<file path="config.mk">
export PLATFORM = sky130hd
export DESIGN_NAME = pad_poll_sequencer
export DESIGN_NICKNAME = d
export VERILOG_FILES = /design/src/rtl/pad_poll_pkg.sv /design/src/rtl/pad_poll_timebase.sv /design/src/rtl/pad_poll_sequencer.sv
export SDC_FILE = /design/constraint.sdc
export NUM_CORES = 1
export LEC_CHECK = 0
export BUFFER_PORTS_ARGS = -buffer_cell sky130_fd_sc_hd__buf_2
export CELL_PAD_IN_SITES_DETAIL_PLACEMENT = 1
export CELL_PAD_IN_SITES_GLOBAL_PLACEMENT = 1
export CORE_MARGIN = 5
export CORE_UTILIZATION = 47
export DETAILED_ROUTE_END_ITERATION = 12
export MAX_ROUTING_LAYER = met4
export PLACE_DENSITY_LB_ADDON = 0.1
export SYNTH_ARGS = -nofsm -noshare
export SYNTH_HDL_FRONTEND = slang
export SYNTH_SLANG_ARGS = --single-unit
</file>
<file path="constraint.sdc">
create_clock -name PCLK -period 10 [get_ports PCLK]
set_input_delay 1.5 -clock PCLK [delete_from_list [all_inputs] [get_ports PCLK]]
set_output_delay 1.5 -clock PCLK [all_outputs]
set_load 0.01 [all_outputs]
</file>
<file path="src/rtl/pad_poll_pkg.sv">
// Shared constants for the game-pad poll sequencer: register offsets,
// FSM state encodings, configuration reset values and status limits.
package pad_poll_pkg;

   localparam logic [2:0] OFF_CTRL     = 3'd0;
   localparam logic [2:0] OFF_HALF     = 3'd1;
   localparam logic [2:0] OFF_INTERVAL = 3'd2;
   localparam logic [2:0] OFF_STATUS   = 3'd3;
   localparam logic [2:0] OFF_DATA     = 3'd4;

   localparam logic [2:0] ST_IDLE  = 3'd0;
   localparam logic [2:0] ST_LATCH = 3'd1;
   localparam logic [2:0] ST_GAP   = 3'd2;
   localparam logic [2:0] ST_HIGH  = 3'd3;
   localparam logic [2:0] ST_LOW   = 3'd4;
   localparam logic [2:0] ST_DONE  = 3'd5;

   localparam int HALF_RESET = 600;
   localparam int INTV_RESET = 1666666;

   localparam logic [7:0] OVERRUN_MAX = 8'd255;

endpackage

</file>
<file path="src/rtl/pad_poll_timebase.sv">
// Half-bit prescaler (restartable at poll start) and the free-running poll
// interval counter, which is held clear while polling is disabled.
module pad_poll_timebase #(
   parameter int HALF_W = 16,
   parameter int INTV_W = 24
) (
   input  logic              clk,
   input  logic              rst_n,
   input  logic              restart,
   input  logic              run,
   input  logic [HALF_W-1:0] half_period,
   input  logic              enable,
   input  logic [INTV_W-1:0] interval,
   output logic              half_tick,
   output logic              intv_tick
);

   logic [HALF_W-1:0] half_cnt;
   logic [INTV_W-1:0] intv_cnt;
   logic [INTV_W-1:0] intv_sh;

   assign half_tick = run & ~restart & (half_cnt == half_period - HALF_W'(1));
   assign intv_tick = enable & (intv_cnt == intv_sh - INTV_W'(1));

   always_ff @(posedge clk) begin
      if (!rst_n) begin
         half_cnt <= '0;
      end else if (restart || half_tick || !run) begin
         half_cnt <= '0;
      end else begin
         half_cnt <= half_cnt + HALF_W'(1);
      end
   end

   // The interval shadow only reloads on a tick or while disabled, so a new
   // INTERVAL value never disturbs a period already in progress.
   always_ff @(posedge clk) begin
      if (!rst_n) begin
         intv_cnt <= '0;
         intv_sh  <= interval;
      end else if (!enable || intv_tick) begin
         intv_cnt <= '0;
         intv_sh  <= interval;
      end else begin
         intv_cnt <= intv_cnt + INTV_W'(1);
      end
   end

endmodule

</file>
<file path="src/rtl/pad_poll_sequencer.sv">
// APB3 slave that polls a serial game pad: drives latch/sclk, shifts in the
// active-low button bits and publishes each frame with a ready strobe.
module pad_poll_sequencer
   import pad_poll_pkg::*;
#(
   parameter int NBITS  = 7,
   parameter int HALF_W = 16,
   parameter int INTV_W = 24
) (
   input  logic             PCLK,
   input  logic             PRESERN,
   input  logic             PSEL,
   input  logic             PENABLE,
   input  logic             PWRITE,
   input  logic [31:0]      PADDR,
   input  logic [31:0]      PWDATA,
   output logic             PREADY,
   output logic             PSLVERR,
   output logic [31:0]      PRDATA,
   input  logic             data,
   output logic             latch,
   output logic             sclk,
   output logic [NBITS-1:0] buttonData,
   output logic             ready
);

   localparam int BW = $clog2(NBITS);
   localparam logic [BW-1:0] LAST_BIT = BW'(NBITS - 1);

   logic [2:0]        reg_idx;
   logic              apb_wr, apb_rd_access, apb_rd_setup;
   logic              enable;
   logic [HALF_W-1:0] half_reg, half_eff, half_sh;
   logic [INTV_W-1:0] intv_reg, intv_eff;
   logic [7:0]        overrun;
   logic              new_flag;
   logic [2:0]        state;
   logic              latch_half;
   logic [BW-1:0]     bit_idx;
   logic [NBITS-1:0]  shreg, sample_word;
   logic              half_tick, intv_tick, busy, start_wr, accept;
   logic [31:0]       rd_mux;
   logic              unused_apb;

   assign PREADY        = 1'b1;
   assign PSLVERR       = 1'b0;
   assign reg_idx       = PADDR[4:2];
   assign apb_wr        = PSEL & PENABLE & PWRITE;
   assign apb_rd_access = PSEL & PENABLE & ~PWRITE;
   assign apb_rd_setup  = PSEL & ~PENABLE & ~PWRITE;
   assign unused_apb    = ^{PADDR[31:5], PADDR[1:0], PWDATA};

   assign half_eff = (half_reg == '0) ? HALF_W'(1) : half_reg;
   assign intv_eff = (intv_reg == '0) ? INTV_W'(1) : intv_reg;
   assign busy     = (state != ST_IDLE);
   assign start_wr = apb_wr & (reg_idx == OFF_CTRL) & PWDATA[1];
   assign accept   = ~busy & (start_wr | intv_tick);

   pad_poll_timebase #(
      .HALF_W(HALF_W),
      .INTV_W(INTV_W)
   ) u_timebase (
      .clk        (PCLK),
      .rst_n      (PRESERN),
      .restart    (accept),
      .run        (busy),
      .half_period(half_sh),
      .enable     (enable),
      .interval   (intv_eff),
      .half_tick  (half_tick),
      .intv_tick  (intv_tick)
   );

   always_ff @(posedge PCLK) begin
      if (!PRESERN) begin
         enable   <= 1'b0;
         half_reg <= HALF_W'(HALF_RESET);
         intv_reg <= INTV_W'(INTV_RESET);
      end else if (apb_wr) begin
         case (reg_idx)
            OFF_CTRL:     enable   <= PWDATA[0];
            OFF_HALF:     half_reg <= PWDATA[HALF_W-1:0];
            OFF_INTERVAL: intv_reg <= PWDATA[INTV_W-1:0];
            default:      ;
         endcase
      end
   end

   // new is set on leaving DONE so a DATA read landing in DONE cannot clear it.
   always_ff @(posedge PCLK) begin
      if (!PRESERN) begin
         overrun  <= '0;
         new_flag <= 1'b0;
      end else begin
         if (apb_wr && reg_idx == OFF_STATUS)
            overrun <= '0;
         else if (busy && intv_tick && overrun != OVERRUN_MAX)
            overrun <= overrun + 8'd1;
         if (state == ST_DONE)
            new_flag <= 1'b1;
         else if (apb_rd_access && reg_idx == OFF_DATA)
            new_flag <= 1'b0;
      end
   end

   always_comb begin
      rd_mux = '0;
      case (reg_idx)
         OFF_CTRL:     rd_mux = {31'd0, enable};
         OFF_HALF:     rd_mux = 32'(half_reg);
         OFF_INTERVAL: rd_mux = 32'(intv_reg);
         OFF_STATUS:   rd_mux = {16'd0, overrun, 6'd0, new_flag, busy};
         OFF_DATA:     rd_mux = 32'(buttonData);
         default:      rd_mux = '0;
      endcase
   end

   always_ff @(posedge PCLK) begin
      if (!PRESERN)
         PRDATA <= '0;
      else if (apb_rd_setup)
         PRDATA <= rd_mux;
   end

   always_comb begin
      sample_word          = shreg;
      sample_word[bit_idx] = data;
   end

   // latch and sclk are updated together with the state so they never glitch.
   always_ff @(posedge PCLK) begin
      if (!PRESERN) begin
         state      <= ST_IDLE;
         latch      <= 1'b0;
         sclk       <= 1'b0;
         ready      <= 1'b0;
         buttonData <= '0;
         shreg      <= '0;
         bit_idx    <= '0;
         latch_half <= 1'b0;
         half_sh    <= HALF_W'(1);
      end else begin
         ready <= 1'b0;
         case (state)
            ST_IDLE: if (accept) begin
               state      <= ST_LATCH;
               latch      <= 1'b1;
               latch_half <= 1'b0;
               bit_idx    <= '0;
               half_sh    <= half_eff;
            end
            ST_LATCH: if (half_tick) begin
               if (latch_half) begin
                  state <= ST_GAP;
                  latch <= 1'b0;
               end else begin
                  latch_half <= 1'b1;
               end
            end
            ST_GAP: if (half_tick) begin
               shreg   <= sample_word;
               bit_idx <= BW'(1);
               state   <= ST_HIGH;
               sclk    <= 1'b1;
            end
            ST_HIGH: if (half_tick) begin
               state <= ST_LOW;
               sclk  <= 1'b0;
            end
            ST_LOW: if (half_tick) begin
               shreg <= sample_word;
               if (bit_idx == LAST_BIT) begin
                  state      <= ST_DONE;
                  buttonData <= ~sample_word;
                  ready      <= 1'b1;
               end else begin
                  bit_idx <= bit_idx + BW'(1);
                  state   <= ST_HIGH;
                  sclk    <= 1'b1;
               end
            end
            ST_DONE: state <= ST_IDLE;
            default: state <= ST_IDLE;
         endcase
      end
   end

endmodule

</file>
# Yosys cells after proc, flatten, opt, wreduce, memory -nomap -nowiden
# Cells that the tools add are included.
classes:
  reduce_logical: 35
  magnitude_cmp: 2
  eq_ne: 21
  add_sub_neg: 6
  n_mux: 35
  bitwise: 18
ops:
  columns: ["cell", "count"]
  rows:
  - ["$pmux W24 S5", 1]
  - ["$mux W24", 3]
  - ["$mux W3", 11]
  - ["$add A24 B1 Y24 const B", 1]
  - ["$eq A24 B24 Y1", 1]
  - ["$logic_not A24 Y1", 1]
  - ["$sub A24 B1 Y24 const B", 1]
  - ["$add A16 B1 Y16 const B", 1]
  - ["$eq A16 B16 Y1", 1]
  - ["$logic_not A16 Y1", 1]
  - ["$mux W16", 1]
  - ["$sub A16 B1 Y16 const B", 1]
  - ["$pmux W3 S5", 1]
  - ["$eq A3 B2 Y1 const B", 4]
  - ["$eq A3 B3 Y1 const B", 4]
  - ["$mux W1", 12]
  - ["$ne A2 B1 Y1 const B", 6]
  - ["$and A1 B1 Y1", 11]
  - ["$reduce_and A2 Y1", 5]
  - ["$reduce_and A5 Y1", 2]
  - ["$pmux W3 S3", 1]
  - ["$reduce_and A3 Y1", 3]
  - ["$reduce_bool A3 Y1", 3]
  - ["$add A8 B1 Y8 const B", 1]
  - ["other kinds (21)", 40]
word_totals:
  input_bits: 70
  word_cells: 135
  regBits: 186
  output_inout_bits: 44

# Longest topological paths before layout
depth:
  ltp_word: 12
  mapped_depth: 14
  mapped_depth_nobuf: 11

# Hierarchy
# Synthesis repeated with hierarchy kept, for this count alone.
hier_totals:
  cells_unflattened: 1062
  area_unflattened_um2: 9053.7
modules_own_cells:
  columns: ["module", "area_each_um2", "n_inst", "cells_each"]
  rows:
  - ["pad_poll_sequencer", 5231.3, 1, 642]
  - ["pad_poll_timebase", 3822.4, 1, 420]

# Worst setup path before layout
# No wires, ideal clock.
synth_timing:
  path_kind: "reg2reg"
  startpoint: "register u_timebase.intv_sh[0]"
  endpoint: "register u_timebase.intv_sh[0] (enable)"
  stages_incl_launch_ff: 13
  arrival_ps: 3587
  required_time_ps: 9602
  setup_ps: 398
  setup_slack_ps: 6015
  cell_sequence: "edfxtp_1 inv_1 ha_1 nand2b_1 clkbuf_1 or4_1 buf_2 or3_1 a22oi_1 nand4_1 or3_1 nand3_1 clkbuf_1"
synth_via:
  elab_chain_cells: 5
synth_rtl:
  columns: ["item", "line_no", "source"]
  rows:
  - ["start, declared", "pad_poll_timebase.sv:20", "logic [INTV_W-1:0] intv_sh;"]
  - ["start signal, assigned", "pad_poll_timebase.sv:40", "intv_sh <= interval;"]
  - ["start signal, assigned", "pad_poll_timebase.sv:43", "intv_sh <= interval;"]
  - ["$sub A24 B1 Y24", "pad_poll_timebase.sv:23", "assign intv_tick = enable & (intv_cnt == intv_sh - INTV_W'(1));"]
  - ["$eq A24 B24 Y1", "pad_poll_timebase.sv:23", null]
  - ["$and A1 B1 Y1", "pad_poll_timebase.sv:23", null]
  - ["$logic_or A1 B1 Y1", "pad_poll_timebase.sv:41", "end else if (!enable || intv_tick) begin"]
  - ["$ne A2 B1 Y1 (no line)", null, null]
# No other way between the ends.
# A chain may end at the register's enable or synchronous reset.

# Worst setup path after layout
layout_timing:
  startpoint: "register u_timebase.intv_sh[3]"
  endpoint: "register half_sh[13]"
layout_via:
  elab_chain_cells: 6
layout_rtl:
  columns: ["item", "line_no", "source"]
  rows:
  - ["$sub A24 B1 Y24", "pad_poll_timebase.sv:23", null]
  - ["$eq A24 B24 Y1", "pad_poll_timebase.sv:23", null]
  - ["$and A1 B1 Y1", "pad_poll_timebase.sv:23", null]
  - ["$or A1 B1 Y1", "pad_poll_sequencer.sv:57", "assign accept = ~busy & (start_wr | intv_tick);"]
  - ["$and A1 B1 Y1", "pad_poll_sequencer.sv:57", null]
  - ["$reduce_and A2 Y1 (no line)", null, null]
  - ["end signal, assigned", "pad_poll_sequencer.sv:150", "half_sh <= half_eff;"]
  - ["end, declared", "pad_poll_sequencer.sv:33", "logic [HALF_W-1:0] half_reg, half_eff, half_sh;"]
# No other way between the ends.

==> summary.md <==
| Metric | Value |
|---|---|
| Status | `finished, final reports clean` |
| Post-synthesis sequential area ratio | `42.1%` |
| WL final | `about 25000 um` |
| Final WS setup | `5220 ps` |
| DR vias/cell | `approximately 5.7` |
| Leakage | `3.60 nW` |
| Worst vdd ir | `105 uV` |
| Worst stage delay on the critical path | `970 ps` |
| HPWL after DPL | `roughly 18000 um` |
| Drt drc | `0` |
| 1st-pass router iterations | `5` |
| Vias | `between 7k and 8k` |
| Tcrit/Tclk final | `47.8%` |
| Synth top area share | `about a third` |
| Core footprint | `18800 um^2` |
| Worst-Margin Slew | `1180 ps` |
| H-tree levels | `4` |
| Post-cts sizing count | `0` |
| CP max-delay cell | `a21oi_2` |
| Fin crit period | `~4800 ps` |
| Commonest cells in the netlist | `dfxtp_1, nand2_1, nor2_1` |
| Layout Nets | `1150` |
| CP most frequent cell | `or4_1` |
| Buffers & Inverters on Critical Path | `0` |
| Crit path arrival time | `5120 ps` |
| EDFF count, synth | `24` |
| Predominant post-synthesis flop cell | `dfxtp_1` |
| Longest Clk Path Bufs | `2` |
| Cell Count, Final, Fillers Out | `1347` |
| CTS tree | `yes` |
| CP Cell Sequence | `or4_1 > or4_1 > or3_1 > o211ai_1 > o32ai_1 > or4_4 > a21oi_2 > nand3_1 > o21ai_0` |
| Root Driver | `clkbuf_16` |
| I/O pin cnt | `114` |
| Grt ovf | `0` |
| Top post-synthesis cells by area | `dfxtp_1, edfxtp_1, nand2_1` |
| Largest area contributor in the netlist | `dfxtp_1` |
| Vias in the first global route | `7543` |
| Fmax | `209 MHz` |
| Routed wire per std cell | `18.4 um` |
| Clock transition at the registers of the reported paths | `60 ps` |
| Slew Viols, Final | `0` |
| Count leader, synth | `dfxtp_1` |
| Worst Path Max Fanout | `32` |
| Hold Path Class | `reg -> reg` |
| First-pass GRT wire length | `40400 um` |
| Critical path startpoint category | `flop` |
| Initial Util | `47.9%` |
| Number of CTS-inserted buffers | `17` |
| Crit Path Category | `reg -> reg` |
| Avg Cell Area, Syn | `8.42 um^2` |
| Die H | `149 um` |
| Placed Cells | `1314` |
| Placed Area | `9330 um^2` |
| Die width | `149 um` |
| Total power | `1.44 mW` |
| Layout cell share with drive strength beyond 1 | `12.5%` |
| DP Worst Slack | `5320 ps` |
| CP required | `approximately 10000 ps` |
| Setup violators final | `0` |
| Final Hold Vio Count | `0` |
| RSZ-0062 raised after global routing | `false` |
| # Max-Cap Violations | `0` |
| Synth warn | `0` |
| Num rows | `50` |
| Clk Latency, worst-skew pair | `440 ps` |
| Worst Skew | `13.4 ps` |
| PortBufs | `66` |
| Async set-reset flop share out of synthesis | `0%` |
| Number of distinct library cells after synthesis | `71` |
| Layout area overhead | `9.63%` |
| Crit. End Element | `flop` |
| Pin count of the biggest net entering global routing | `72` |
| Design area | `9900 um^2` |
| Synthesized instance count | `1072` |
| Final TNS setup | `0 ps` |
| Post-DRT Antenna Nets | `0` |
| Setup Buffers After CTS | `0` |
| Rel. slew slack | `between 20% and 30%` |
| Crit path max-delay family | `simple AND/OR/NAND/NOR gates` |
| Clk sinks | `between 150 and 200` |
| Initial antenna violation count | `2` |
| Gr usage total | `23.4%` |
| Hold_buf cts | `0` |
| Yosys reg bits | `178` |
| GPL Wtd Cong | `a little over 0.8` |
| DR iter-0 viols | `494` |
| Mapped Area | `9030 um^2` |
| Pwr Density | `145 nW/um^2` |
| Die area | `22100 um^2` |
## worst reg2reg max path: stages (launching register included)
cell	delay, ps
edfxtp_1	540
or4_1	790
or4_1	670
or3_1	430
o211ai_1	130
o32ai_1	130
or4_4	670
a21oi_2	980
nand3_1	220
o21ai_0	140
## worst paths after layout
| path | slack, ps | from | end | cells after the start |
|---|---|---|---|---|
| max | 5220 | u_timebase.intv_sh[3]$_SDFFCE_PN0P_ | half_sh[13]$_SDFFE_PN0P_ | 9 |
| min | 480 | half_sh[15]$_SDFFE_PN0P_ | half_sh[15]$_SDFFE_PN0P_ | 2 |
| min reg2reg | 480 | half_sh[15]$_SDFFE_PN0P_ | half_sh[15]$_SDFFE_PN0P_ | 2 |
| max reg2reg | 5220 | u_timebase.intv_sh[3]$_SDFFCE_PN0P_ | half_sh[13]$_SDFFE_PN0P_ | 9 |
## cell type report
cell class	instances	area (um^2)
Clock inverter	14	140
Tap cell	260	325
Sequential cell	178	3800
Antenna cell	2	5.00
Inverter	20	75.1
Timing Repair Buffer	71	368
Multi-Input combinational cell	785	4750
Fill cell	2229	8930
Clock buffer	17	425
## kinds of logic (layout without fill, tap and decap cells)
group / after synthesis / in the layout / synth area share (%)
adders and majority gates: 7 / 7 / 0.970
xor gates and xnor gates: 86 / 86 / 8.34
AOI/OAI and AO/OA: 170 / 170 / 12.6
DFF: 178 / 178 / 42.1
buffers and inverters: 117 / 122 / 5.59
muxes: 28 / 28 / 3.29
and+or+nand+nor: 484 / 484 / 27.0
other: 2 / 12 / 0.0832
## through the flow
| step | utilization (%) | hold WS, ps |
|---|---|---|
| floorplan | - | 446 |
| global placement | 49.5 | 443 |
| global route | 52.6 | 508 |
| CTS | 52.5 | 479 |
| detailed placement | 49.5 | 471 |
| finish | 52.6 | 475 |
## per-layer routing
| layer | part of all wire [%] | vias to the layer above | global-route usage [%] |
|---|---|---|---|
| met2 | 46 | 144 | 35.4 |
| met4 | 0.73 | 0 | 4.34 |
| li1 | - | 3759 | - |
| met3 | 3.7 | 13 | 4.57 |
| met5 | 0 | - | - |
| met1 | 50 | 3768 | 32.9 |
## power by group
part	leakage, nW	switching [mW]	internal, mW
logic	1.84	0.0376	0.0171
registers	1.49	0.00524	0.726
clock network	0.277	0.319	0.331
total	3.60	0.362	1.07
## cell usage in the layout (no fill, tap or decap), drive strengths merged, types with 7 or more instances in the layout
cell    Yosys  routed
a211oi      8       8
a21oi      42      42
a22o        9       9
a22oi      30      30
a31oi       7       7
and3       16      16
buf        21      71
clkbuf     76      17
conb        2      10
dfxtp     154     154
edfxtp     24      24
ha          7       7
inv        20      30
mux2       10      10
mux2i      18      18
nand2     136     136
nand3      71      71
nand3b      7       7
nand4      19      19
nor2      118     118
nor2b       9       9
nor3       18      18
nor4       29      29
o21ai      27      27
o31ai       7       7
or2         7       7
or3        12      12
or4        13      13
xnor2      48      48
xor2       38      38
(Power assumes the default switching activity.)
